--- config.mk ---
export PLATFORM = sky130hd
export DESIGN_NAME = instr_decode_stage_flat
export DESIGN_NICKNAME = d
export VERILOG_FILES = /design/src/rtl/decode_pkg.sv /design/src/rtl/instr_decode_stage_if.sv /design/src/rtl/instr_decode_stage_decoder.sv /design/src/rtl/instr_decode_stage.sv /design/src/flat_wrapper.sv
export SDC_FILE = /design/constraint.sdc
export NUM_CORES = 1
export LEC_CHECK = 0
export ABC_AREA = 1
export CAP_MARGIN = 20
export CORE_MARGIN = 2
export CORE_UTILIZATION = 45
export DETAILED_ROUTE_END_ITERATION = 16
export PLACE_DENSITY = 0.76
export SETUP_SLACK_MARGIN = 0.15
export SYNTH_ARGS = -nofsm -noshare
export SYNTH_HDL_FRONTEND = slang
export SYNTH_SLANG_ARGS = --single-unit
--- constraint.sdc ---
create_clock -name clk -period 3.4 [get_ports clk]
set_input_delay 0.51 -clock clk [delete_from_list [all_inputs] [get_ports clk]]
set_output_delay 0.51 -clock clk [all_outputs]
set_load 0.005 [all_outputs]
--- src/rtl/decode_pkg.sv ---
// Shared decode definitions: opcode/Func values, ALU control encodings and the
// control bundle carried through the decode FIFO.
package decode_pkg;

  localparam logic [5:0] OP_RTYPE = 6'h00;
  localparam logic [5:0] OP_BEQ   = 6'h04;
  localparam logic [5:0] OP_ADDI  = 6'h08;
  localparam logic [5:0] OP_ADDIU = 6'h09;
  localparam logic [5:0] OP_SLTI  = 6'h0A;
  localparam logic [5:0] OP_SLTIU = 6'h0B;
  localparam logic [5:0] OP_ANDI  = 6'h0C;
  localparam logic [5:0] OP_ORI   = 6'h0D;
  localparam logic [5:0] OP_XORI  = 6'h0E;
  localparam logic [5:0] OP_LW    = 6'h23;
  localparam logic [5:0] OP_SW    = 6'h2B;

  localparam logic [5:0] FN_ADD  = 6'h20;
  localparam logic [5:0] FN_ADDU = 6'h21;
  localparam logic [5:0] FN_SUB  = 6'h22;
  localparam logic [5:0] FN_SUBU = 6'h23;
  localparam logic [5:0] FN_AND  = 6'h24;
  localparam logic [5:0] FN_OR   = 6'h25;
  localparam logic [5:0] FN_XOR  = 6'h26;
  localparam logic [5:0] FN_NOR  = 6'h27;
  localparam logic [5:0] FN_SLT  = 6'h2A;
  localparam logic [5:0] FN_SLTU = 6'h2B;

  localparam logic [3:0] ALU_ADD  = 4'b1010;
  localparam logic [3:0] ALU_ADDU = 4'b0010;
  localparam logic [3:0] ALU_SUB  = 4'b1110;
  localparam logic [3:0] ALU_SUBU = 4'b0110;
  localparam logic [3:0] ALU_AND  = 4'b0000;
  localparam logic [3:0] ALU_OR   = 4'b0001;
  localparam logic [3:0] ALU_XOR  = 4'b0011;
  localparam logic [3:0] ALU_NOR  = 4'b1100;
  localparam logic [3:0] ALU_SLT  = 4'b0101;
  localparam logic [3:0] ALU_SLTU = 4'b1111;

  // The raw 16-bit immediate plus an extension mode keeps the FIFO entry
  // independent of IMM_W; extension happens at the output.
  typedef struct packed {
    logic        reg_write;
    logic        reg_dst;
    logic        alu_src;
    logic        mem_read;
    logic        mem_write;
    logic        mem_to_reg;
    logic        branch;
    logic [3:0]  alu_cntl;
    logic [4:0]  rs;
    logic [4:0]  rt;
    logic [4:0]  rd;
    logic [15:0] imm;
    logic        imm_zext;
    logic        illegal;
  } ctrl_bundle_t;

endpackage

--- src/rtl/instr_decode_stage_if.sv ---
// Fetch/execute-facing handshake and decoded-bundle signals of the decode stage.
interface instr_decode_stage_if #(
  parameter int IMM_W     = 32,
  parameter int ILL_CNT_W = 8
);
  logic                 in_valid;
  logic                 in_ready;
  logic [31:0]          in_instr;
  logic                 out_valid;
  logic                 out_ready;
  logic                 RegWrite;
  logic                 RegDst;
  logic                 ALUSrc;
  logic                 MemRead;
  logic                 MemWrite;
  logic                 MemtoReg;
  logic                 Branch;
  logic [3:0]           ALUCntl;
  logic [4:0]           rs;
  logic [4:0]           rt;
  logic [4:0]           rd;
  logic [IMM_W-1:0]     imm;
  logic                 illegal;
  logic [ILL_CNT_W-1:0] ill_count;

  modport slave (
    input  in_valid, in_instr, out_ready,
    output in_ready, out_valid, RegWrite, RegDst, ALUSrc, MemRead, MemWrite,
           MemtoReg, Branch, ALUCntl, rs, rt, rd, imm, illegal, ill_count
  );

  modport master (
    output in_valid, in_instr, out_ready,
    input  in_ready, out_valid, RegWrite, RegDst, ALUSrc, MemRead, MemWrite,
           MemtoReg, Branch, ALUCntl, rs, rt, rd, imm, illegal, ill_count
  );
endinterface

--- src/rtl/instr_decode_stage_decoder.sv ---
// Combinational MIPS decoder: instruction word to ctrl_bundle_t.
// I-type decode is compiled in only when DECODE_ITYPE_EN is defined.
module instr_decoder
  import decode_pkg::*;
(
  input  logic [31:0]  instr_i,
  output ctrl_bundle_t bundle_o
);
  logic [5:0] op;
  logic [5:0] func;

  assign op   = instr_i[31:26];
  assign func = instr_i[5:0];

  always_comb begin
    bundle_o     = '0;
    bundle_o.rs  = instr_i[25:21];
    bundle_o.rt  = instr_i[20:16];
    bundle_o.rd  = instr_i[15:11];
    bundle_o.imm = instr_i[15:0];
    case (op)
      OP_RTYPE: begin
        bundle_o.reg_write = 1'b1;
        bundle_o.reg_dst   = 1'b1;
        case (func)
          FN_ADD:  bundle_o.alu_cntl = ALU_ADD;
          FN_ADDU: bundle_o.alu_cntl = ALU_ADDU;
          FN_SUB:  bundle_o.alu_cntl = ALU_SUB;
          FN_SUBU: bundle_o.alu_cntl = ALU_SUBU;
          FN_AND:  bundle_o.alu_cntl = ALU_AND;
          FN_OR:   bundle_o.alu_cntl = ALU_OR;
          FN_XOR:  bundle_o.alu_cntl = ALU_XOR;
          FN_NOR:  bundle_o.alu_cntl = ALU_NOR;
          FN_SLT:  bundle_o.alu_cntl = ALU_SLT;
          FN_SLTU: bundle_o.alu_cntl = ALU_SLTU;
          default: begin
            bundle_o.reg_write = 1'b0;
            bundle_o.reg_dst   = 1'b0;
            bundle_o.illegal   = 1'b1;
          end
        endcase
      end
`ifdef DECODE_ITYPE_EN
      OP_ADDI, OP_ADDIU, OP_SLTI, OP_SLTIU, OP_ANDI, OP_ORI, OP_XORI: begin
        bundle_o.reg_write = 1'b1;
        bundle_o.alu_src   = 1'b1;
        bundle_o.imm_zext  = (op == OP_ANDI) || (op == OP_ORI) || (op == OP_XORI);
        case (op)
          OP_ADDI:  bundle_o.alu_cntl = ALU_ADD;
          OP_ADDIU: bundle_o.alu_cntl = ALU_ADDU;
          OP_SLTI:  bundle_o.alu_cntl = ALU_SLT;
          OP_SLTIU: bundle_o.alu_cntl = ALU_SLTU;
          OP_ANDI:  bundle_o.alu_cntl = ALU_AND;
          OP_ORI:   bundle_o.alu_cntl = ALU_OR;
          default:  bundle_o.alu_cntl = ALU_XOR;
        endcase
      end
      OP_LW: begin
        bundle_o.alu_cntl   = ALU_ADDU;
        bundle_o.alu_src    = 1'b1;
        bundle_o.mem_read   = 1'b1;
        bundle_o.mem_to_reg = 1'b1;
        bundle_o.reg_write  = 1'b1;
      end
      OP_SW: begin
        bundle_o.alu_cntl  = ALU_ADDU;
        bundle_o.alu_src   = 1'b1;
        bundle_o.mem_write = 1'b1;
      end
      OP_BEQ: begin
        bundle_o.alu_cntl = ALU_SUB;
        bundle_o.branch   = 1'b1;
      end
`endif
      default: bundle_o.illegal = 1'b1;
    endcase
  end
endmodule

--- src/rtl/instr_decode_stage.sv ---
// Registered decode stage: decoder feeding a 2-entry valid/ready FIFO plus a
// saturating illegal-instruction counter. Optional I-type decode: DECODE_ITYPE_EN.
module instr_decode_stage
  import decode_pkg::*;
#(
  parameter int IMM_W     = 32,
  parameter int ILL_CNT_W = 8
) (
  input  logic                 clk,
  input  logic                 reset,
  input  logic                 flush,
  instr_decode_stage_if.slave  bus
);
  ctrl_bundle_t         dec_b;
  ctrl_bundle_t         head_b;
  ctrl_bundle_t         mem_q [2];
  logic                 wr_ptr_q, wr_ptr_d;
  logic                 rd_ptr_q, rd_ptr_d;
  logic [1:0]           count_q, count_d;
  logic [ILL_CNT_W-1:0] ill_cnt_q, ill_cnt_d;
  logic                 push;
  logic                 pop;

  instr_decoder u_decoder (
    .instr_i  (bus.in_instr),
    .bundle_o (dec_b)
  );

  assign bus.in_ready  = (count_q != 2'd2) && !flush;
  assign bus.out_valid = (count_q != 2'd0);
  assign push          = bus.in_valid && bus.in_ready;
  assign pop           = bus.out_valid && bus.out_ready;

  always_comb begin
    wr_ptr_d  = wr_ptr_q;
    rd_ptr_d  = rd_ptr_q;
    count_d   = count_q;
    ill_cnt_d = ill_cnt_q;
    if (flush) begin
      wr_ptr_d = 1'b0;
      rd_ptr_d = 1'b0;
      count_d  = 2'd0;
    end else begin
      if (push) wr_ptr_d = ~wr_ptr_q;
      if (pop)  rd_ptr_d = ~rd_ptr_q;
      count_d = count_q + 2'(push) - 2'(pop);
    end
    // push already excludes flush cycles, so flushed illegals are still counted once accepted
    if (push && dec_b.illegal && (ill_cnt_q != '1))
      ill_cnt_d = ill_cnt_q + ILL_CNT_W'(1);
  end

  always_ff @(posedge clk or posedge reset) begin
    if (reset) begin
      wr_ptr_q  <= 1'b0;
      rd_ptr_q  <= 1'b0;
      count_q   <= 2'd0;
      ill_cnt_q <= '0;
    end else begin
      wr_ptr_q  <= wr_ptr_d;
      rd_ptr_q  <= rd_ptr_d;
      count_q   <= count_d;
      ill_cnt_q <= ill_cnt_d;
    end
  end

  for (genvar gi = 0; gi < 2; gi++) begin : g_entry
    always_ff @(posedge clk or posedge reset) begin
      if (reset)
        mem_q[gi] <= '0;
      else if (push && (wr_ptr_q == 1'(gi)))
        mem_q[gi] <= dec_b;
    end
  end

  assign head_b        = mem_q[rd_ptr_q];
  assign bus.RegWrite  = head_b.reg_write;
  assign bus.RegDst    = head_b.reg_dst;
  assign bus.ALUSrc    = head_b.alu_src;
  assign bus.MemRead   = head_b.mem_read;
  assign bus.MemWrite  = head_b.mem_write;
  assign bus.MemtoReg  = head_b.mem_to_reg;
  assign bus.Branch    = head_b.branch;
  assign bus.ALUCntl   = head_b.alu_cntl;
  assign bus.rs        = head_b.rs;
  assign bus.rt        = head_b.rt;
  assign bus.rd        = head_b.rd;
  assign bus.illegal   = head_b.illegal;
  assign bus.ill_count = ill_cnt_q;

  if (IMM_W > 16) begin : g_imm_ext
    assign bus.imm = {{(IMM_W-16){head_b.imm_zext ? 1'b0 : head_b.imm[15]}}, head_b.imm};
  end else begin : g_imm_raw
    assign bus.imm = head_b.imm;
  end
endmodule

--- src/flat_wrapper.sv ---
// flat-port wrapper written by rule: the top's interface ports become plain ports
module instr_decode_stage_flat import decode_pkg::*;
#(
  parameter int IMM_W     = 32,
  parameter int ILL_CNT_W = 8
)
  (clk, reset, flush, bus_in_valid, bus_in_instr, bus_out_ready, bus_in_ready, bus_out_valid, bus_RegWrite, bus_RegDst, bus_ALUSrc, bus_MemRead, bus_MemWrite, bus_MemtoReg, bus_Branch, bus_ALUCntl, bus_rs, bus_rt, bus_rd, bus_imm, bus_illegal, bus_ill_count);
  instr_decode_stage_if #(.IMM_W(IMM_W), .ILL_CNT_W(ILL_CNT_W)) bus_i ();
  input  logic clk;
  input  logic reset;
  input  logic flush;
  input wire logic [$bits(bus_i.in_valid)-1:0] bus_in_valid;
  input wire logic [$bits(bus_i.in_instr)-1:0] bus_in_instr;
  input wire logic [$bits(bus_i.out_ready)-1:0] bus_out_ready;
  output wire logic [$bits(bus_i.in_ready)-1:0] bus_in_ready;
  output wire logic [$bits(bus_i.out_valid)-1:0] bus_out_valid;
  output wire logic [$bits(bus_i.RegWrite)-1:0] bus_RegWrite;
  output wire logic [$bits(bus_i.RegDst)-1:0] bus_RegDst;
  output wire logic [$bits(bus_i.ALUSrc)-1:0] bus_ALUSrc;
  output wire logic [$bits(bus_i.MemRead)-1:0] bus_MemRead;
  output wire logic [$bits(bus_i.MemWrite)-1:0] bus_MemWrite;
  output wire logic [$bits(bus_i.MemtoReg)-1:0] bus_MemtoReg;
  output wire logic [$bits(bus_i.Branch)-1:0] bus_Branch;
  output wire logic [$bits(bus_i.ALUCntl)-1:0] bus_ALUCntl;
  output wire logic [$bits(bus_i.rs)-1:0] bus_rs;
  output wire logic [$bits(bus_i.rt)-1:0] bus_rt;
  output wire logic [$bits(bus_i.rd)-1:0] bus_rd;
  output wire logic [$bits(bus_i.imm)-1:0] bus_imm;
  output wire logic [$bits(bus_i.illegal)-1:0] bus_illegal;
  output wire logic [$bits(bus_i.ill_count)-1:0] bus_ill_count;
  assign bus_i.in_valid = bus_in_valid;
  assign bus_i.in_instr = bus_in_instr;
  assign bus_i.out_ready = bus_out_ready;
  assign bus_in_ready = bus_i.in_ready;
  assign bus_out_valid = bus_i.out_valid;
  assign bus_RegWrite = bus_i.RegWrite;
  assign bus_RegDst = bus_i.RegDst;
  assign bus_ALUSrc = bus_i.ALUSrc;
  assign bus_MemRead = bus_i.MemRead;
  assign bus_MemWrite = bus_i.MemWrite;
  assign bus_MemtoReg = bus_i.MemtoReg;
  assign bus_Branch = bus_i.Branch;
  assign bus_ALUCntl = bus_i.ALUCntl;
  assign bus_rs = bus_i.rs;
  assign bus_rt = bus_i.rt;
  assign bus_rd = bus_i.rd;
  assign bus_imm = bus_i.imm;
  assign bus_illegal = bus_i.illegal;
  assign bus_ill_count = bus_i.ill_count;
  instr_decode_stage #(.IMM_W(IMM_W), .ILL_CNT_W(ILL_CNT_W)) u_core (.clk(clk), .reset(reset), .flush(flush), .bus(bus_i));
endmodule
==> Word level (Yosys, flattened, before mapping) <==
Cells that the tools add are included.
{ "op_classes": {"magnitude_cmp": 1, "eq_ne": 12, "n_mux": 15, "n_reduce_logical": 13, "add_sub_neg": 3, "n_bitwise": 3} }
{ "ops": {"columns": ["cell", "count"], "rows": [
  ["44-bit two-way mux", 3],
  ["6-bit equality test (second input constant)", 10],
  ["4-bit case mux with 9 select lines", 1],
  ["10-bit OR reduction", 1],
  ["8-bit by 1-bit adder with 8-bit output (second input constant)", 1],
  ["8-bit inequality test (second input constant)", 1],
  ["1-bit logical AND", 7],
  ["1-bit two-way mux", 7],
  ["6-bit logical NOT", 1],
  ["2-bit two-way mux", 3],
  ["2-bit nonzero test", 3],
  ["4-bit two-way mux", 1],
  ["2-bit by 1-bit adder with 2-bit output", 1],
  ["2-bit >= comparator (second input constant)", 1],
  ["2-bit inequality test (second input constant)", 1],
  ["1-bit inverter", 2],
  ["1-bit inverter with 2-bit output", 1],
  ["2-bit by 1-bit subtractor with 2-bit output", 1],
  ["1-bit logical NOT", 1]
]} }
{ "word_totals": {"output_inout_bits": 69, "regBits": 88, "wordCells": 67} }

==> Depth between registers and ports, before layout <==
{ "depth": {"depth_word": 6, "depth_mapped": 9} }

==> By module <==
Synthesis repeated with hierarchy kept, for this count alone.
{ "unflattened": {"cells_unflattened": 669, "hier_area_um2": 5175.0} }
{ "modules_own_cells": {"columns": ["module", "area_per_inst_um2", "instances", "cells_per_inst"], "rows": [
  ["instr_decode_stage", 4655.7, 1, 582],
  ["instr_decoder", 519.2, 1, 87]
]} }

==> Worst setup path before layout <==
Ideal clock, no wire load.
{ "synth_timing": {"kind": "register to output", "startpoint": "register u_core.rd_ptr_q", "endpoint": "output bus_imm[16]", "slack_ps": 853, "required_ps": 2890, "path_stages_with_launch": 5, "t_arrival_ps": 2037, "path_cell_list": "dfrtp_1 clkbuf_1 clkbuf_1 o21ai_0 buf_4"} }
{ "synth_between": {"elab_chain_cells": 5} }
{ "synth_lines": {"columns": ["item", "line", "text"], "rows": [
  ["from (decl)", "instr_decode_stage.sv:18", "logic rd_ptr_q, rd_ptr_d;"],
  ["from (signal assigned)", "instr_decode_stage.sv:61", "rd_ptr_q <= rd_ptr_d;"],
  ["1-bit inverter with 2-bit output (not written as such)", "instr_decode_stage.sv:76", "assign head_b = mem_q[rd_ptr_q];"],
  ["44-bit two-way mux (not written as such) (3 in series)", "instr_decode_stage.sv:76", null],
  ["net bus_imm[15]", "flat_wrapper.sv:28", "output wire logic [$bits(bus_i.imm)-1:0] bus_imm;"],
  ["1-bit two-way mux", "instr_decode_stage.sv:92", "assign bus.imm = {{(IMM_W-16){head_b.imm_zext ? 1'b0 : head_b.imm[15]}}, head_b.imm};"],
  ["to (decl)", "flat_wrapper.sv:28", null]
]} }
The timed path passes the listed nets, and every way through them passes these cells. The select of a mux whose other input is x is not followed.

==> Worst setup path in the final report <==
{ "layout_timing": {"startpoint": "register u_core.rd_ptr_q", "endpoint": "output bus_imm[30]"} }
{ "layout_between": {"elab_chain_cells": 5} }
{ "layout_lines": {"columns": ["item", "line"], "rows": [
  ["1-bit inverter with 2-bit output (not written as such)", "instr_decode_stage.sv:76"],
  ["44-bit two-way mux (not written as such) (3 in series)", "instr_decode_stage.sv:76"],
  ["1-bit two-way mux", "instr_decode_stage.sv:92"]
]} }
Every way passes these cells. The select of a mux whose other input is x is not followed.

==> results_dict.tcl <==
set metrics [dict create \
    synth-edff-count 0 \
    synth-main-ff-cell "dfrtp_1" \
    cts.htree.levels 3 \
    syn-cell-area_um2 3850 \
    place.gp.congestion 0.844 \
    ctsHoldBuffers 0 \
    drive_gt1_share_pct 6.39 \
    arrival_ps 2210 \
    max_cap_violations 0 \
    cts.clk_slew.worst_paths_ps 80 \
    finalClockSkew_ps 10.9 \
    cts_tree "done" \
    cts_resized 0 \
    layout_commonest_cell "nand2_1" \
    antenna_cells 0 \
    initial_utilization_pct 46.7 \
    overflow 0 \
    die_width_um 96.5 \
    grt_setup_unrepaired "false" \
    crit_path_start_kind "register" \
    dr.first_iter.drc_count 157 \
    layout_common_cells "nand2_1, clkdlybuf4s50_1, dfrtp_1, o21ai_0, inv_1" \
    grt_pass1_vias 3065 \
    powerDensity_nw_per_um2 762 \
    period_share_pct 80.1 \
    grt_pass1_wl_um 13900 \
    num_io_pins 106 \
    p_leak_nw 2.35 \
    synth.distinct_cells 29 \
    ys_warn_count 0 \
    post-route-drc-count 0 \
    io_buffer_count 100 \
    hold_viol 0 \
    coreArea_um2 8260 \
    max-slew-margin-rel_pct 47.0 \
    antenna_found_initial 0 \
    dieArea_um2 9320 \
    synthCells 486 \
    slew_viol_final 0 \
    dr.pass1.iters 4 \
    fmax_ghz 0.367 \
    finalWirelength_um 8520 \
    fin_nets 598 \
    crit_path_top_delay_cell "dfrtp_2" \
    clkLatencyLatePin_ps 350 \
    final_util_pct 60.0 \
    worstPathRequired_ps 2890 \
    dp_hpwl_um 5960 \
    tns_ps 0 \
    critPathBufInv 2 \
    viasPerCell 4.88 \
    outcome "finished, final reports clean" \
    dieHeight_um 96.5 \
    clockBufferDepth 2 \
    syn2layout_area_growth_pct 28.5 \
    cts_made_buffers 9 \
    tightest_slew_ps 796 \
    yosys_register_bits 76 \
    cts_sinks 76 \
    crit_family "flip-flops" \
    worstHoldPathType "register to register" \
    wire_per_inst_um 12.8 \
    dp_cells 652 \
    num_rows 33 \
    finalCriticalPeriod_ps 2720 \
    grt_usage_pct 19.5 \
    ys_seq_area_share_pct 49.4 \
    antenna_left 0 \
    fin_cells 668 \
    async_reset_ff_share_pct 100 \
    crit_chain "nand2_1 > o21ai_0 > buf_4 > clkdlybuf4s50_1" \
    syn_avg_cell_area_um2 7.93 \
    grt_max_degree 61 \
    ir_drop_mv 0.404 \
    finalSetupViolations 0 \
    cp-end-kind "output pin" \
    critical-path-max-stage-delay_ps 890 \
    root_buffer "clkbuf_8" \
    critPathKind "register to output pin" \
    vias 3260 \
    crit_fanout 52 \
    post-cts-setup-buffer-count 0 \
]
==> power breakdown <==
part / internal, mW / switching, mW
sequential: 1.25 / 0.219
combinational: 0.886 / 0.637
clock: 0.440 / 0.345
==> layer usage <==
layer  global-route usage [%]  part of all wire [%]
met2                     34.4                    50
met5                        0                     0
met1                     23.4                    43
met4                     5.52                  0.70
met3                     5.43                   6.7
==> through the flow <==
stage / power, mW / instance area (um2) / hold slack (ps) / setup WS (ps)
detailed placement: 3.02 / 4720 / 460 / 963
floorplan: 2.29 / 3870 / 442 / 853
global route: 4.09 / 4950 / 506 / 429
finish: 3.77 / 4950 / 474 / 678
CTS: 3.81 / 4950 / 480 / 678
global placement: 2.97 / 4720 / 455 / 1080
==> worst register-to-register path, cell delays in order, from the launching register on <==
cell and delay [ps]:
dfrtp_1 440, a21oi_4 210, nand2_4 110, nor2_8 330, inv_2 350, nand2_1 160, o21ai_0 110
==> cell usage after synthesis, types with 3 or more instances <==
cell      number  share of area, %
nand2_1      173                17
nor2_1        15               1.5
ha_1           3              0.97
inv_1         49               4.8
o21ai_0       69               9.0
clkbuf_1       7              0.68
buf_4         28               5.5
dfrtp_1       76                49
nand4_1        9               1.5
buf_6          3              0.88
inv_2          3              0.29
buf_2          7              0.91
mux2_2         3              0.88
nand3_1       20               2.6
==> final cells by class <==
type,instances,area (um2)
tap,105,131
fill,732,3310
timing repair buffer,105,1040
inverter,52,195
clock buffer,10,138
clock inverter,6,93.8
multi-input combinational,314,1450
sequential,76,1900
==> cell families (layout without fill, tap and decap cells) <==
kind of cell / count (synthesis) / count (layout) / synth area share, %
xor+xnor: 4 / 4 / 0.910
fa+ha+maj: 3 / 3 / 0.974
simple gates: 224 / 224 / 24.4
flops: 76 / 76 / 49.4
other cells: 1 / 5 / 0.0973
mux: 3 / 3 / 0.877
compound gates: 75 / 75 / 10.1
buf+inv: 100 / 173 / 13.3
==> registers in the layout (all words and copies together) (netlist names) <==
register / flops
u_core.bus.ill_count: 8
u_core.count_q: 2
u_core.mem_q: 64
u_core.rd_ptr_q: 1
u_core.wr_ptr_q: 1
==> final timing paths <==
kind | to | startpoint | slack [ps] | cells after the start
max | bus_imm[30] | u_core.rd_ptr_q | 680 | 4
min | u_core.mem_q[26] | u_core.mem_q[26] | 470 | 2
max reg2reg | u_core.mem_q[5] | u_core.count_q[1] | 1550 | 6
min reg2reg | u_core.mem_q[26] | u_core.mem_q[26] | 470 | 2
max in group asynchronous | u_core.mem_q[48] | reset | 2000 | 3
min in group asynchronous | u_core.bus.ill_count[1] | reset | 580 | 2
(Power assumes the default switching activity.)
